## src/rtl/access_pkg.sv

```systemverilog
// Shared definitions for the access controller: FSM state encoding, width
// helpers and LFSR tap masks used by the ACCESS_RNG_PW_EN random-password
// build option.
package access_pkg;

   // FSM state encoding
   localparam logic [2:0] S_UNSET   = 3'd0;
   localparam logic [2:0] S_SET_PW  = 3'd1;
   localparam logic [2:0] S_ARMED   = 3'd2;
   localparam logic [2:0] S_ENTRY   = 3'd3;
   localparam logic [2:0] S_GRANTED = 3'd4;
   localparam logic [2:0] S_DENIED  = 3'd5;
   localparam logic [2:0] S_LOCKOUT = 3'd6;

   // Defaults for the 4-digit, 1 s tick build
   localparam int DEF_DIGITS = 4;
   localparam int IDX_W      = $clog2(DEF_DIGITS + 1);
   localparam int CNT_W      = $clog2(30 + 1);

   // Width of a counter that must hold 0..n
   function automatic int cnt_width(input int n);
      return (n < 1) ? 1 : $clog2(n + 1);
   endfunction

   function automatic int max3(input int a, input int b, input int c);
      int m;
      m = (a > b) ? a : b;
      return (m > c) ? m : c;
   endfunction

   // Right-shift Galois toggle masks for maximal-length LFSRs. Widths not in
   // the table get a short-period fallback (still never locks up at zero).
   function automatic logic [63:0] lfsr_taps(input int w);
      case (w)
         4:       return 64'h0000_0000_0000_000C;
         8:       return 64'h0000_0000_0000_00B8;
         12:      return 64'h0000_0000_0000_0E08;
         16:      return 64'h0000_0000_0000_B400;
         24:      return 64'h0000_0000_00E1_0000;
         32:      return 64'h0000_0000_8020_0003;
         default: return (64'd1 << (w - 1)) | 64'd1;
      endcase
   endfunction

endpackage

```

## src/rtl/access_tick_gen.sv

```systemverilog
// Prescaler producing a one-cycle tick every TICK_DIV clocks while enabled.
// Held at zero when disabled; clr restarts the period.
module access_tick_gen #(
   parameter int TICK_DIV = 50_000_000
) (
   input  logic clk,
   input  logic rst,
   input  logic en,
   input  logic clr,
   output logic tick
);

   localparam int PW = (TICK_DIV > 1) ? $clog2(TICK_DIV) : 1;
   localparam logic [PW-1:0] LAST = PW'(TICK_DIV - 1);

   logic [PW-1:0] pre_q, pre_d;

   assign tick = en && (pre_q == LAST);

   // next prescaler value: wrap on tick, restart on clear or when idle
   always_comb begin
      pre_d = pre_q + PW'(1);
      if (clr || !en || pre_q == LAST) pre_d = '0;
   end

   // prescaler register
   always_ff @(posedge clk or negedge rst) begin
      if (!rst) pre_q <= '0;
      else      pre_q <= pre_d;
   end

endmodule

```

## src/rtl/access_controller_gen.sv

```systemverilog
// Digit-serial password access controller with failure counting and timed
// lockout. Build option ACCESS_RNG_PW_EN adds an LFSR-sourced random
// password loaded by rng_button.
module access_controller_gen
   import access_pkg::*;
#(
   parameter int DIGITS        = 4,
   parameter int DIGIT_W       = 4,
   parameter int MAX_TRIES     = 3,
   parameter int TICK_DIV      = 50_000_000,
   parameter int ENTRY_TIMEOUT = 10,
   parameter int DENY_TICKS    = 2,
   parameter int LOCKOUT_TICKS = 30
) (
   input  logic                                clk,
   input  logic                                rst,
   input  logic [DIGIT_W-1:0]                  digit_in,
   input  logic                                load,
   input  logic                                button_push,
   input  logic                                relock,
   input  logic                                rng_button,
   output logic                                enable,
   output logic                                green_led,
   output logic                                red_led,
   output logic                                locked_out,
   output logic                                armed,
   output logic                                reconfig,
   output logic [$clog2(DIGITS+1)-1:0]         digit_idx,
   output logic [$clog2(MAX_TRIES+1)-1:0]      fail_count,
   output logic [DIGITS*DIGIT_W-1:0]           password_out
);

   localparam int PW_W   = DIGITS * DIGIT_W;
   localparam int IW     = $clog2(DIGITS + 1);
   localparam int FW     = $clog2(MAX_TRIES + 1);
   localparam int TW     = cnt_width(max3(ENTRY_TIMEOUT, DENY_TICKS, LOCKOUT_TICKS));

   logic [2:0]         state_q, state_d;
   logic [PW_W-1:0]    pw_q, pw_d;
   logic [IW-1:0]      idx_q, idx_d;
   logic [FW-1:0]      fail_q, fail_d;
   logic [TW-1:0]      tcnt_q, tcnt_d;
   logic               mis_q, mis_d;
   logic               from_gr_q, from_gr_d;
   logic               reconf_d;
   logic               push_acc, mis_now, last, tick, tclr, timed;
   logic [DIGIT_W-1:0] exp_dig;
   logic [PW_W-1:0]    rng_pw;

`ifdef ACCESS_RNG_PW_EN
   localparam logic [63:0] TAPS = lfsr_taps(PW_W);
   logic [PW_W-1:0] lfsr_q;

   // free-running LFSR, nonzero seed
   always_ff @(posedge clk or negedge rst) begin
      if (!rst)         lfsr_q <= PW_W'(1);
      else if (lfsr_q[0]) lfsr_q <= (lfsr_q >> 1) ^ TAPS[PW_W-1:0];
      else              lfsr_q <= lfsr_q >> 1;
   end
   assign rng_pw = lfsr_q;
`else
   logic unused_rng;
   assign unused_rng = rng_button;
   assign rng_pw     = '0;
`endif

   assign timed = (state_q == S_ENTRY) || (state_q == S_DENIED) || (state_q == S_LOCKOUT);
   assign last  = (idx_q == IW'(DIGITS - 1));

   access_tick_gen #(.TICK_DIV(TICK_DIV)) u_tick (
      .clk  (clk),
      .rst  (rst),
      .en   (timed),
      .clr  (tclr),
      .tick (tick)
   );

   // password digit selected by the current entry position
   always_comb begin
      exp_dig = '0;
      for (int i = 0; i < DIGITS; i++)
         if (idx_q == IW'(i)) exp_dig = pw_q[PW_W-1-i*DIGIT_W -: DIGIT_W];
   end

   // FSM next state, password/guess capture and failure accounting
   always_comb begin
      state_d   = state_q;
      pw_d      = pw_q;
      idx_d     = idx_q;
      fail_d    = fail_q;
      mis_d     = mis_q;
      from_gr_d = from_gr_q;
      reconf_d  = 1'b0;
      push_acc  = 1'b0;
      mis_now   = 1'b0;
      case (state_q)
         S_UNSET, S_GRANTED, S_SET_PW: begin
            if (state_q == S_GRANTED && relock) begin
               state_d = S_ARMED;
            end else if (load) begin
               // idx_q is 0 outside SET_PW, so this always writes the right digit
               for (int i = 0; i < DIGITS; i++)
                  if (idx_q == IW'(i)) pw_d[PW_W-1-i*DIGIT_W -: DIGIT_W] = digit_in;
               if (state_q != S_SET_PW) from_gr_d = (state_q == S_GRANTED);
               if (last) begin
                  state_d   = S_ARMED;
                  idx_d     = '0;
                  reconf_d  = (state_q == S_SET_PW) ? from_gr_q : (state_q == S_GRANTED);
                  from_gr_d = 1'b0;
               end else begin
                  state_d = S_SET_PW;
                  idx_d   = idx_q + IW'(1);
               end
            end else if (rng_button && state_q != S_SET_PW) begin
`ifdef ACCESS_RNG_PW_EN
               pw_d     = rng_pw;
               state_d  = S_ARMED;
               reconf_d = (state_q == S_GRANTED);
`endif
            end
         end
         S_ARMED, S_ENTRY: begin
            if (state_q == S_ENTRY && relock) begin
               state_d = S_ARMED;
               idx_d   = '0;
               mis_d   = 1'b0;
            end else if (button_push) begin
               push_acc = 1'b1;
               mis_now  = (state_q == S_ENTRY && mis_q) || (digit_in != exp_dig);
               if (last) begin
                  idx_d = '0;
                  mis_d = 1'b0;
                  if (!mis_now) begin
                     state_d = S_GRANTED;
                     fail_d  = '0;
                  end else if (fail_q >= FW'(MAX_TRIES - 1)) begin
                     state_d = S_LOCKOUT;
                     fail_d  = FW'(MAX_TRIES);
                  end else begin
                     state_d = S_DENIED;
                     fail_d  = fail_q + FW'(1);
                  end
               end else begin
                  state_d = S_ENTRY;
                  mis_d   = mis_now;
                  if (idx_q != IW'(DIGITS)) idx_d = idx_q + IW'(1);
               end
            end else if (state_q == S_ENTRY && tick && tcnt_q == TW'(ENTRY_TIMEOUT - 1)) begin
               // idle timeout counts as a wrong guess
               idx_d = '0;
               mis_d = 1'b0;
               if (fail_q >= FW'(MAX_TRIES - 1)) begin
                  state_d = S_LOCKOUT;
                  fail_d  = FW'(MAX_TRIES);
               end else begin
                  state_d = S_DENIED;
                  fail_d  = fail_q + FW'(1);
               end
            end
         end
         S_DENIED: begin
            if (tick && tcnt_q == TW'(DENY_TICKS - 1)) state_d = S_ARMED;
         end
         S_LOCKOUT: begin
            if (tick && tcnt_q == TW'(LOCKOUT_TICKS - 1)) begin
               state_d = S_ARMED;
               fail_d  = '0;
            end
         end
         default: state_d = S_UNSET;
      endcase
   end

   // tick count restarts on any state change or accepted guess digit
   always_comb begin
      tclr   = (state_d != state_q) || push_acc;
      tcnt_d = tcnt_q;
      if (tclr)      tcnt_d = '0;
      else if (tick) tcnt_d = tcnt_q + TW'(1);
   end

   // state, data and registered outputs
   always_ff @(posedge clk or negedge rst) begin
      if (!rst) begin
         state_q    <= S_UNSET;
         pw_q       <= '0;
         idx_q      <= '0;
         fail_q     <= '0;
         tcnt_q     <= '0;
         mis_q      <= 1'b0;
         from_gr_q  <= 1'b0;
         enable     <= 1'b0;
         green_led  <= 1'b0;
         red_led    <= 1'b0;
         locked_out <= 1'b0;
         armed      <= 1'b0;
         reconfig   <= 1'b0;
      end else begin
         state_q    <= state_d;
         pw_q       <= pw_d;
         idx_q      <= idx_d;
         fail_q     <= fail_d;
         tcnt_q     <= tcnt_d;
         mis_q      <= mis_d;
         from_gr_q  <= from_gr_d;
         enable     <= (state_d == S_GRANTED);
         green_led  <= (state_d == S_GRANTED);
         red_led    <= (state_d == S_DENIED) || (state_d == S_LOCKOUT);
         locked_out <= (state_d == S_LOCKOUT);
         armed      <= (state_d == S_ARMED);
         reconfig   <= reconf_d;
      end
   end

   assign digit_idx    = idx_q;
   assign fail_count   = fail_q;
   assign password_out = pw_q;

endmodule

```

## config.mk

```make
export PLATFORM = sky130hd
export DESIGN_NAME = access_controller_gen
export DESIGN_NICKNAME = d
export VERILOG_FILES = /design/src/rtl/access_pkg.sv /design/src/rtl/access_tick_gen.sv /design/src/rtl/access_controller_gen.sv
export SDC_FILE = /design/constraint.sdc
export NUM_CORES = 1
export LEC_CHECK = 0
export BUFFER_PORTS_ARGS = -buffer_cell sky130_fd_sc_hd__buf_2
export CAP_MARGIN = 10
export CORE_ASPECT_RATIO = 1.25
export CORE_MARGIN = 2
export CORE_UTILIZATION = 31
export CTS_CLUSTER_SIZE = 8
export DETAILED_ROUTE_END_ITERATION = 16
export HOLD_SLACK_MARGIN = 0.02
export SETUP_SLACK_MARGIN = 0.4
export SLEW_MARGIN = 30
export SYNTH_ARGS = -nofsm -noshare
export SYNTH_HDL_FRONTEND = slang
export SYNTH_SLANG_ARGS = --single-unit
```

## constraint.sdc

```tcl
create_clock -name clk -period 3.34 [get_ports clk]
set_input_delay 0.501 -clock clk [delete_from_list [all_inputs] [get_ports clk]]
set_output_delay 0.501 -clock clk [all_outputs]
set_load 0.05 [all_outputs]
```

# Yosys cells after proc, flatten, opt, wreduce, memory -nomap -nowiden
# Cells that the tools add are included.
# totals
n_memories	0
output_inout_bits	27
in_bits	10
ff_bits	62
latch_bits	0
mem_bits_ro	0
ramBits	0
# op_classes
div_mod_pow	0
multipliers	0
n_reduce_logical	33
mux	50
n_lt_le_gt_ge	1
n_addsub	4
n_shift	0
eq_ne	29
bitwise	1
# op_table
cell	n
3-bit 2-to-1 mux	16
26-bit by 1-bit adder with 26-bit output (second input constant)	1
26-bit == test (second input constant)	1
26-bit 2-to-1 mux	1
2-bit 2-to-1 mux	10
4-bit AND reduction	5
3-bit == test (second input constant)	6
4-bit 2-to-1 mux	4
3-bit by 2-bit == test with 1-bit output (second input constant)	5
1-bit 2-to-1 mux	14
3-bit one-hot mux with 4 select lines	1
5-bit 2-to-1 mux	2
5-bit AND reduction	2
3-bit != test (second input constant)	3
1-bit logical AND	8
2-bit nonzero test	4
1-bit logical OR	7
3-bit by 1-bit == test with 1-bit output (second input constant)	2
3-bit logical NOT	2
2-bit != test (second input constant)	3
3-bit one-hot mux with 2 select lines	1
5-bit by 1-bit adder with 5-bit output (second input constant)	1
5-bit by 1-bit == test with 1-bit output (second input constant)	1
5-bit by 4-bit == test with 1-bit output (second input constant)	1
17 further kinds	17

# Depth between registers and ports, before layout
# Gate-level depths: netlist (run 1).
# logic_depth
ltp_word	17
depth_mapped	12
depth_no_buf	10

# Modules after synthesis
# Synthesis (run 1) repeated with hierarchy kept, for this count alone.
# unflattened
cells_unflattened	401
area_unflattened_um2	3858.7
# modules_own_cells
mod	area_per_inst_um2	cells_each	n_inst
access_controller_gen	2452.4	254	1
access_tick_gen	1406.3	147	1

# Least setup slack after synthesis (run 1)
# No wires, ideal clock.
# synth_path
path_kind	flip-flop to flip-flop
startpoint	register idx_q[0] (netlist: digit_idx[0])
endpoint	register u_tick.pre_q[10]
slack_ns	0.187
arrival_time_ns	3.021
path_stages_with_launch	13
setup_ns	0.132
period_less_slack_ns	3.153
required_ns	3.208
path_cell_list	dfrtp_1 > inv_1 > ha_1 > clkbuf_1 > a211oi_1 > o21ai_0 > a32o_1 > a21o_1 > nor4_2 > o31ai_2 > xor2_1 > clkbuf_1 > nor2_1
# synth_via
elab_chain_cells	17
word_cells_on_any_way	23
classes_between	eq/ne (5); mux (13); reduce/logical (5)
# synth_lines
element	line_no	source
start: declaration	access_controller_gen.sv:40	logic [IW-1:0] idx_q, idx_d;
start signal: assignment	access_controller_gen.sv:201	idx_q <= idx_d;
3-bit logical NOT	access_controller_gen.sv:82	if (idx_q == IW'(i)) exp_dig = pw_q[PW_W-1-i*DIGIT_W -: DIGIT_W];
4-bit 2-to-1 mux (4 in a row)	access_controller_gen.sv:82	
4-bit != test	access_controller_gen.sv:129	mis_now = (state_q == S_ENTRY && mis_q) || (digit_in != exp_dig);
1-bit logical OR	access_controller_gen.sv:129	
2-bit 2-to-1 mux	access_controller_gen.sv:133	if (!mis_now) begin
3-bit 2-to-1 mux	access_controller_gen.sv:130	if (last) begin
3-bit 2-to-1 mux	access_controller_gen.sv:127	end else if (button_push) begin
3-bit 2-to-1 mux	access_controller_gen.sv:123	if (state_q == S_ENTRY && relock) begin
3-bit one-hot mux with 4 select lines (*)	access_controller_gen.sv:96	case (state_q)
via state_d[0]	access_controller_gen.sv:38	logic [2:0] state_q, state_d;
3-bit != test (*)	access_controller_gen.sv:176	tclr = (state_d != state_q) || push_acc;
1-bit logical OR (*)	access_controller_gen.sv:176	
1-bit logical OR (*) (2 in a row)	access_tick_gen.sv:23	if (clr || !en || pre_q == LAST) pre_d = '0;
26-bit 2-to-1 mux (*)	access_tick_gen.sv:23	
via u_tick.pre_d[10]	access_tick_gen.sv:16	logic [PW-1:0] pre_q, pre_d;
end signal: assignment	access_tick_gen.sv:29	else pre_q <= pre_d;
end: declaration	access_tick_gen.sv:16	
# Mark *: on every way through the listed nets, which the timed path passes. The rest lies on a longest branch.
# A chain may end at the register's enable or synchronous reset.

# Final worst setup path (run 1)
# layout_path
startpoint	register idx_q[0] (netlist: digit_idx[0])
endpoint	register u_tick.pre_q[11]
# The elaborated chain is that of the path after synthesis.

==> results of run 1 <==
==> sequential cells by signal, indices dropped and copies added (netlist names) <==
register,count
digit_idx,3
mis_q,1
u_tick.pre_q,26
armed,1
reconfig,1
from_gr_q,1
fail_count,2
state_q,3
password_out,16
red_led,1
green_led,1
tcnt_q,5
locked_out,1
==> power by group <==
group          switching [W]  total (W)  internal [W]
combinational        0.00136    0.00205      0.000689
clock               0.000319    0.00109      0.000770
sequential          0.000171    0.00109      0.000917
==> metal layers <==
metal  GRT usage (%)  share of wire (%)
met1            17.9                 43
met5               0                  0
met2            24.2                 52
met3            2.64                3.1
met4            7.09                2.0
==> layout make-up <==
class	instances	area [um2]	share of cell area (%)
multi-input combinational	296	1980	45.0
clock inverter	3	90.1	2.05
clock buffer	13	260	5.91
inverter	9	33.8	0.767
timing repair buffer	52	315	7.16
sequential	62	1550	35.3
tap	135	169	3.84
==> cell usage in the layout (no fill, tap or decap), types with 8 or more instances in the layout <==
cell        n
dfrtp_1    60
o21ai_0    10
clkbuf_16   9
buf_4      16
buf_2      35
xnor2_1    20
nor3_1     10
inv_1       8
nand4_1    15
nand3_1    32
nor2b_1     9
a21oi_1    16
xor2_1      9
nand2_1    30
mux2_2     17
nor2_1     49
==> timing repair <==
item	4_1_cts	5_1_grt
hold buffers	0	0
setup buffers	2	3
gates resized for setup	1	13
pin swaps	2	6
setup endpoints to repair	31	35
==> path summary, 6_finish.rpt <==
path	startpoint	endpoint	slack (ns)	depth (start not counted)
setup / recovery	digit_idx[0]	u_tick.pre_q[11]	0.56	12
hold / removal	rst	password_out[8]	0.34	2
max in group asynchronous	rst	digit_idx[1]	2.43	2
setup reg to reg	digit_idx[0]	u_tick.pre_q[11]	0.56	12
hold reg to reg	mis_q	mis_q	0.53	2
min in group clk	digit_in[1]	password_out[9]	0.51	2
==> Yosys cell counts (9+ instances only) <==
master | count | area (um2)
nor2_1 | 49 | 184
nor2b_1 | 9 | 56.3
nand4_1 | 15 | 93.8
o21ai_0 | 11 | 55.1
inv_1 | 9 | 33.8
xnor2_1 | 20 | 175
nand2_1 | 30 | 113
a21oi_1 | 16 | 80.1
dfrtp_1 | 62 | 1550
xor2_1 | 10 | 87.6
nand3_1 | 32 | 160
mux2_2 | 17 | 191
nor3_1 | 10 | 50.1
clkbuf_1 | 16 | 60.1
==> cells by family after synthesis <==
kind of cell	Yosys count	synth area share [%]
flip-flops	62	43.3
multiplexers	18	5.62
XOR/XNOR	30	7.33
AO/OA/AOI/OAI	62	12.3
adder cells (fa/ha/maj)	7	2.44
buffers and inverters	31	3.60
AND/OR/NAND/NOR	179	25.5
==> per-stage QoR <==
stage	std cells	worst slack [ns]	area (um2)	hold WS, ns	power [W]
2_1_floorplan	389	0.327	3590	0.205	0.00250
5_1_grt	570	0.398	4400	0.427	0.00448
3_5_place_dp	549	0.214	3950	0.507	0.00303
3_3_place_gp	549	0.273	3950	0.494	0.00300
6_report	570	0.562	4400	0.340	0.00423
4_1_cts	567	0.397	4320	0.373	0.00418
==> worst reg2reg max path, stage by stage, from the launching register on <==
cell	delay [ns]
dfrtp_2	0.38
inv_1	0.06
ha_2	0.21
nor2b_1	0.16
a221o_1	0.37
a32oi_1	0.20
o311a_1	0.20
nor4_2	0.04
buf_4	0.15
o31ai_4	0.35
xor2_4	0.26
buf_12	0.21
nor2_1	0.08
==> flow_summary.ini, run 1 <==
[clock_network]
clk_latency_ns = 0.33
clockBufferDepth = 2
cts_made_buffers = 9
cts.clk_slew.worst_paths_ns = 0.06
cts_tree = done
clockRootBuffer = clkbuf_16
cts.sinks = 62
ctsHtreeMaxLevel = 3

[route]
avgRoutedWirePerCell_um = 15.1
routed_wl_um = 8580
ant_nets = 0
drtPass1Iterations = 5
viasPerCell = 5.33
drtIter0Drc = 166
drc = 0
route.vias.total = 3038

[finish]
fillCellCount = 1103
num_antenna_cells = 0
fin_util_pct = 39.3
syn_to_final_growth_pct = 22.8
nets = 447
drive_gt1_share_pct = 23.0

[worst_setup_path]
crit_arrival_ns = 2.99
worst_path_dominant_cell_family = compound AO/OA/AOI/OAI gates
end_kind = flip-flop
max_stage_delay_ns = 0.38
slowest_stage = dfrtp_2
cp.buffers_inverters = 3
crit_chain = inv_1, ha_2, nor2b_1, a221o_1, a32oi_1, o311a_1, nor4_2, buf_4, o31ai_4, xor2_4, buf_12, nor2_1
path_max_fanout = 27
start_kind = flip-flop
critPathKind = reg -> reg
required_ns = 3.55

[die]
dieArea_mm2 = 0.0124
die_w_um = 100
core_mm2 = 0.0112
io_pins = 37
die_h_um = 124
start_util_pct = 32.0
fp-row-count = 43

[power_and_ir_drop]
p_leak_nw = 1.95
peakVddDrop_uv = 455
powerDensity_mw_per_mm2 = 961

[synthesis]
synth_edf_count = 0
yosys_warnings = 0
syn_area_per_cell_um2 = 9.22
synthDistinctLibCells = 52
synth_ff_type = dfrtp_1
ys_ff_latch = 62
syn_inst = 389
ys_seq_area_share_pct = 43.3
synth.cell_area_mm2 = 0.00358
synthArstFlopShare_pct = 100
synth_nets = 406

[run]
maxCapViolations = 0

[timing]
hold_viol = 0
rsz0062_at_grt = false
setup_tns_ns = 0
max_freq_mhz = 360
maxSlewHeadroom_pct = 47.0
worstMarginPinSlew_ns = 0.796
fin_skew_ns = 0.00613
final.min_clock_period_ns = 2.78
fin_crit_sh_pct = 83.2
finalSetupViolCount = 0
maxSlewViolCount = 0

[worst_hold_path]
hold_class = in -> async

[placement]
gp_congestion = 0.846
portBuffers = 35
dp.final_hpwl_um = 5970

[global_route]
grt_max_degree = 63
grt_pass1_wl_um = 14600
antenna_found_initial = 0
grt-ovfl-total = 0
grt_pass1_vias = 3055
grt.total_usage_pct = 14.5

[run_status]
outcome = completed
Note: power is estimated with default switching activity, not from simulation.
==> run 2, diff against run 1 <==
Settings changed: ABC_AREA set to 1.
Clock period 3.34 ns to 2.45 ns, I/O delays scaled along.
==> run 2 against run 1 <==
Combinational power grew 33%. Register-to-register slack lost 0.55 ns. Worst setup slack lost 0.55 ns. Critical path depth grew 4. Maximum frequency grew 14%.
==> flow_summary.ini, run 2 <==
[run_status]
outcome = completed

[synthesis]
syn_area_per_cell_um2 = 7.60
yosys_warnings = 0
synthArstFlopShare_pct = 100
synth_nets = 485
synth_edf_count = 0
synth_ff_type = dfrtp_1
synth_most_common_cell = nand2_1
synth_top_area_share_pct = 43.6
synth_common_cells = nand2_1 (108), inv_1 (65), nor2_1 (64)
synth_area_leader_cell = dfrtp_1
synth.cell_area_mm2 = 0.00356
synth_area_leaders = dfrtp_1 (44%), nand2_1 (11%), inv_1 (6.9%), nor2_1 (6.8%), nand3_1 (5.1%)
ys_seq_area_share_pct = 43.6
synthDistinctLibCells = 34
syn_inst = 468
ys_ff_latch = 62

[worst_setup_path]
crit_start = digit_idx[0]
cp-endpoint = u_tick.pre_q[24]
required_ns = 2.70
rrSetupSlack_ns = 0.02
r2r_cells = 16
critPathKind = reg -> reg
path_max_fanout = 14
r2r-end = u_tick.pre_q[24]
reg2reg_from = digit_idx[0]
crit_arrival_ns = 2.69
start_kind = flip-flop
end_kind = flip-flop

[power_and_ir_drop]
p_leak_nw = 2.14
peakVddDrop_uv = 444
powerDensity_mw_per_mm2 = 1180

[clock_network]
cts_hold_buf = 0
cts_tree = done
cts_made_buffers = 9
clockRootBuffer = clkbuf_16
clk_latency_ns = 0.33
cts.sinks = 62
ctsHtreeMaxLevel = 3
cts.clk_slew.worst_paths_ns = 0.06
clockBufferDepth = 2

[run]
maxCapViolations = 0

[timing]
fin_crit_sh_pct = 99.4
rsz0062_at_grt = true
maxSlewViolCount = 0
maxSlewHeadroom_pct = 52.3
final.min_clock_period_ns = 2.43
hold_viol = 0
finalSetupViolCount = 0
setup_tns_ns = 0
worstMarginPinSlew_ns = 0.716
fin_skew_ns = 0.0109
max_freq_mhz = 411

[global_route]
grt.total_usage_pct = 14.3
grt-ovfl-total = 0
grt_max_degree = 34
grt_pass1_wl_um = 14200
antenna_found_initial = 0
grt_pass1_vias = 3178

[route]
avgRoutedWirePerCell_um = 12.4
dr.max_layer_used = met4
viasPerCell = 4.73
routed_wl_um = 8320
dr_wl_met2_um = 4190
route.vias.total = 3183
drt-met1-wl_um = 3440
ant_nets = 0
dr_wl_met3_um = 400
drtPass1Iterations = 4
drc = 0
drtIter0Drc = 94

[die]
fp-row-count = 43
dieArea_mm2 = 0.0124
core_mm2 = 0.0111
io_pins = 37
die_w_um = 99.8
start_util_pct = 31.9
die_h_um = 124

[finish]
fillCellCount = 1096
stdcell_area_mm2 = 0.00466
nets = 550
num_antenna_cells = 0
largest_reg_flops = 26
layout_common_cells = nand2_1 (101), dfrtp_1 (59), inv_1 (56)
syn_to_final_growth_pct = 30.9
drive_gt1_share_pct = 30.9
largest-register = u_tick.pre_q
layout_commonest_cell = nand2_1

[placement]
dp.final_hpwl_um = 5920
portBuffers = 35
gp_congestion = 0.851
placed_cell_area_mm2 = 0.00405

[worst_hold_path]
hold_class = in -> async
## run 2: changes by cell type in the layout (fill, tap and decap cells not counted), sizes merged, moves of 9 or more
cell	before	now
nand2	30	116
inv	9	69
nor2	49	81
mux2	17	1
xnor2	20	5
o21ai	11	25
nor2b	9	0
## run 2: worst min-delay path by stage
stage                               start                to  slack, ns  cells after the start
after floorplan                       rst             armed       0.07                      0
after global placement    u_tick.pre_q[0]   u_tick.pre_q[0]       0.44                      1
after detailed placement              rst   password_out[9]       0.46                      1
after CTS                             rst  password_out[13]       0.11                      1
after global routing                  rst  password_out[13]       0.15                      1
final                                 rst  password_out[13]       0.09                      1
## run 2: per-stage QoR
stage / hold WS, ns / power (W) / cells / utilization [%] / worst slack (ns)
after global placement: 0.443 / 0.00391 / 644 / 36.4 / 0.0298
final: 0.0872 / 0.00549 / 673 / 41.8 / 0.0150
after detailed placement: 0.458 / 0.00394 / 644 / 36.4 / -0.0152
after floorplan: 0.0719 / 0.00332 / 468 / - / 0.160
after CTS: 0.109 / 0.00536 / 663 / 39.9 / 0.0595
after global routing: 0.147 / 0.00588 / 673 / 41.8 / -0.174
## run 2: metal layers
metal  vias up  track usage (%)
li1       1602                -
met1      1502             15.7
met2        61             25.5
met3        18             3.98
met4         0             7.02
met5         -                0
## run 2: layout make-up
type / instances / area, um2 / area share, %
multi-input combinational: 332 / 1960 / 42.0
sequential: 62 / 1560 / 33.5
timing repair buffer: 59 / 400 / 8.60
inverter: 69 / 272 / 5.83
clock buffer: 15 / 268 / 5.75
tap: 135 / 169 / 3.63
clock inverter: 1 / 30.0 / 0.645
## run 2: logic make-up after synthesis
| logic type | after synthesis | synth area share, % |
|---|---|---|
| and+or+nand+nor | 259 | 33.0 |
| xor gates and xnor gates | 23 | 5.66 |
| adders and majority gates | 7 | 2.46 |
| muxes | 1 | 0.317 |
| AOI/OAI and AO/OA | 42 | 6.54 |
| DFF | 62 | 43.6 |
| buffers and inverters | 74 | 8.37 |
## run 2: critical path, cell delays in order (launching register included)
cell and delay, ns:
dfrtp_4 0.52, buf_6 0.14, ha_4 0.18, nor2_1 0.08, nand2_1 0.08, nand3_2 0.10, nand2_2 0.07, nand3_1 0.06
nand2_1 0.06, nor2_1 0.13, nand3_2 0.13, nand2_1 0.13, nand3_1 0.11, nand2_2 0.13, nand4_4 0.15, buf_12 0.20
nor2_1 0.09
## run 2: repair_timing
item	4_1_cts	5_1_grt
gates cloned	0	0
resized for setup	24	41
setup buffers	3	10
setup endpoints to repair	42	42
pin swaps	5	9
## run 2: report_power, final
group          leakage (nW)  switching (W)  internal [W]
logic                  1.17        0.00187      0.000846
clock network         0.144       0.000428      0.000843
registers             0.822       0.000239       0.00126
total                  2.14        0.00254       0.00295
==> run 3, diff against run 2 <==
Settings changed: ABC_CLOCK_PERIOD_IN_PS set to 2450, SYNTH_HIERARCHICAL set to 1.
==> run 3 against run 2 <==
The flow now finishes with violations (negative setup slack). Utilization increased by 4.7 points. Die area increased by 6.2%. Wire length increased by 28%. Maximum frequency decreased by 8.3%. First-iteration DRC count increased by 81%. Critical endpoint is now u_tick/pre_q[23].
==> flow_summary.ini, run 3 <==
[global_route]
antenna_found_initial = 0
grt.total_usage_pct = 17.6
grt-ovfl-total = 0
grt_pass1_vias = 3931
grt_pass1_wl_um = 18100
grt_max_degree = 41

[placement]
portBuffers = 35
gp_congestion = 0.883
placed_cell_area_mm2 = 0.00474
place_ws_ns = -0.299
dp.final_hpwl_um = 7160

[clock_network]
clockRootBuffer = clkbuf_16
cts.sinks = 62
clk_latency_ns = 0.33
clockBufferDepth = 2
ctsHtreeMaxLevel = 3
cts_tree = done
cts.clk_slew.worst_paths_ns = 0.05
cts_made_buffers = 9

[route]
routed_wl_um = 10700
drtIter0Drc = 170
ant_nets = 0
drtPass1Iterations = 5
route.vias.total = 3838
drt-met1-wl_um = 4470
drc = 0
viasPerCell = 4.62
dr.max_layer_used = met4
dr_wl_met2_um = 5410
dr_wl_met3_um = 329
avgRoutedWirePerCell_um = 12.8

[worst_hold_path]
hold_class = in -> async

[power_and_ir_drop]
p_int_w = 0.00329
powerDensity_mw_per_mm2 = 1050
p_switching_w = 0.00259
switching_share_pct = 44.1
p_clk_share_pct = 22.3
power_frac_seq_pct = 24.2
finalPower_w = 0.00589
p_leak_nw = 2.66
power_frac_comb_pct = 53.5
peakVddDrop_uv = 472

[timing]
maxSlewHeadroom_pct = 60.5
worstMarginPinSlew_ns = 0.592
whs_ns = 0.0374
timing.final.ws_setup_ns = -0.207
max_freq_mhz = 376
maxSlewViolCount = 0
hold_viol = 0
finalSetupViolCount = 34
fin_crit_sh_pct = 108
final.min_clock_period_ns = 2.66
fin_skew_ns = 0.00898
rsz0062_at_grt = true

[worst_setup_path]
rrSetupSlack_ns = -0.21
end_kind = flip-flop
critPathKind = reg -> reg
crit_start = u_tick/pre_q[0]
cp-endpoint = u_tick/pre_q[23]
crit_arrival_ns = 2.87
required_ns = 2.66
reg2reg_from = u_tick/pre_q[0]
r2r-end = u_tick/pre_q[23]
r2r_cells = 16
path_max_fanout = 7
start_kind = flip-flop

[die]
die_w_um = 103
core_mm2 = 0.0120
dieArea_mm2 = 0.0131
io_pins = 37
die_h_um = 128
fp-row-count = 45
start_util_pct = 31.4

[finish]
layout_common_cells = nand2_1 (130), buf_4 (93), nor2_1 (65)
drive_gt1_share_pct = 39.4
largest-register = u_tick/pre_q
syn_to_final_growth_pct = 48.0
fillCellCount = 1154
largest_reg_flops = 26
layout_commonest_cell = nand2_1
num_antenna_cells = 0
nets = 680
stdcell_area_mm2 = 0.00560

[synthesis]
syn_inst = 514
syn_area_per_cell_um2 = 7.37
synth_ff_type = dfrtp_1
synth_edf_count = 0
synthDistinctLibCells = 41
synth_most_common_cell = nand2_1
synth_top_area_share_pct = 41.0
synth_area_leader_cell = dfrtp_1
ys_ff_latch = 62
synth.cell_area_mm2 = 0.00379
ys_seq_area_share_pct = 41.0
synth_area_leaders = dfrtp_1 (41%), nand2_1 (14%), nor2_1 (7.3%), inv_1 (5.9%), nand3_1 (4.2%)
synth_nets = 532
synthArstFlopShare_pct = 100
yosys_warnings = 6
synth_common_cells = nand2_1 (137), nor2_1 (74), dfrtp_1 (62)

[run]
maxCapViolations = 0

[run_status]
violations = negative setup slack
outcome = finished with violations
## run 3: cell types whose count changed in the layout (fill, tap and decap cells not counted), sizes merged, moves of 3 or more
cell,previous run,this run
nor2,81,99
nand2,116,150
inv,69,65
nor3,12,6
clkbuf,15,12
o21ai,25,34
clkinv,0,6
xor2,18,10
buf,59,140
## run 3: logic make-up after synthesis
kind of cell	after synthesis	synth area share (%)
compound gates	47	7.37
xor+xnor	17	3.93
fa+ha+maj	8	2.64
buf+inv	74	7.96
flops	62	41.0
simple gates	306	37.1
## run 3: layer usage
layer  track usage, %  vias up
li1                 -     1920
met1             20.8     1798
met2             29.5       82
met3             3.45       38
met4             9.98        0
met5                0        -
## run 3: worst max-delay path, cell delays in order, from the launching register on
cell	delay, ns
dfrtp_1	0.36
ha_2	0.18
nand3_2	0.09
buf_4	0.16
buf_4	0.12
buf_4	0.12
buf_4	0.12
buf_4	0.12
buf_4	0.12
buf_4	0.12
buf_4	0.12
buf_4	0.12
buf_4	0.13
nor2_2	0.16
nand2_4	0.13
o21ai_4	0.29
nor2_1	0.09
## run 3: worst min-delay path by stage
stage,endpoint,slack (ns)
after detailed placement,u_tick/pre_q[22],0.41
final,u_tick/pre_q[22],0.04
after CTS,u_tick/pre_q[17],0.05
after global routing,u_tick/pre_q[22],0.07
after floorplan,armed,0.07
after global placement,u_tick/pre_q[22],0.40
## run 3: power by group through the flow
stage | combinational (W) | sequential [W] | clock [W]
floorplan | 0.00126 | 0.00193 | 0
global placement | 0.00251 | 0.00142 | 0
detailed placement | 0.00254 | 0.00143 | 0
CTS | 0.00297 | 0.00142 | 0.00133
global route | 0.00343 | 0.00145 | 0.00139
finish | 0.00315 | 0.00143 | 0.00131
## run 3: final cells by class
cell class | count | area, um2 | area share, %
multi-input combinational | 381 | 2240 | 40.0
inverter | 68 | 265 | 4.73
clock buffer | 12 | 256 | 4.58
sequential | 62 | 1550 | 27.7
clock inverter | 4 | 45.0 | 0.804
tap | 164 | 205 | 3.66
timing repair buffer | 140 | 1030 | 18.5
## run 3: metrics by stage
stage               instances  TNS (ns)  utilization [%]
CTS                       822     -4.76             45.2
finish                    831     -5.41             46.5
global placement          778     -6.13             39.3
global route              831    -12.72             46.5
detailed placement        778     -6.92             39.3
floorplan                 514     -2.45                -
## run 3: timing repair
action,CTS,global route
gates cloned,3,0
hold buffers,0,0
gates resized for setup,46,21
setup endpoints to repair,44,55
buffers inserted,25,9
pin swaps,42,9
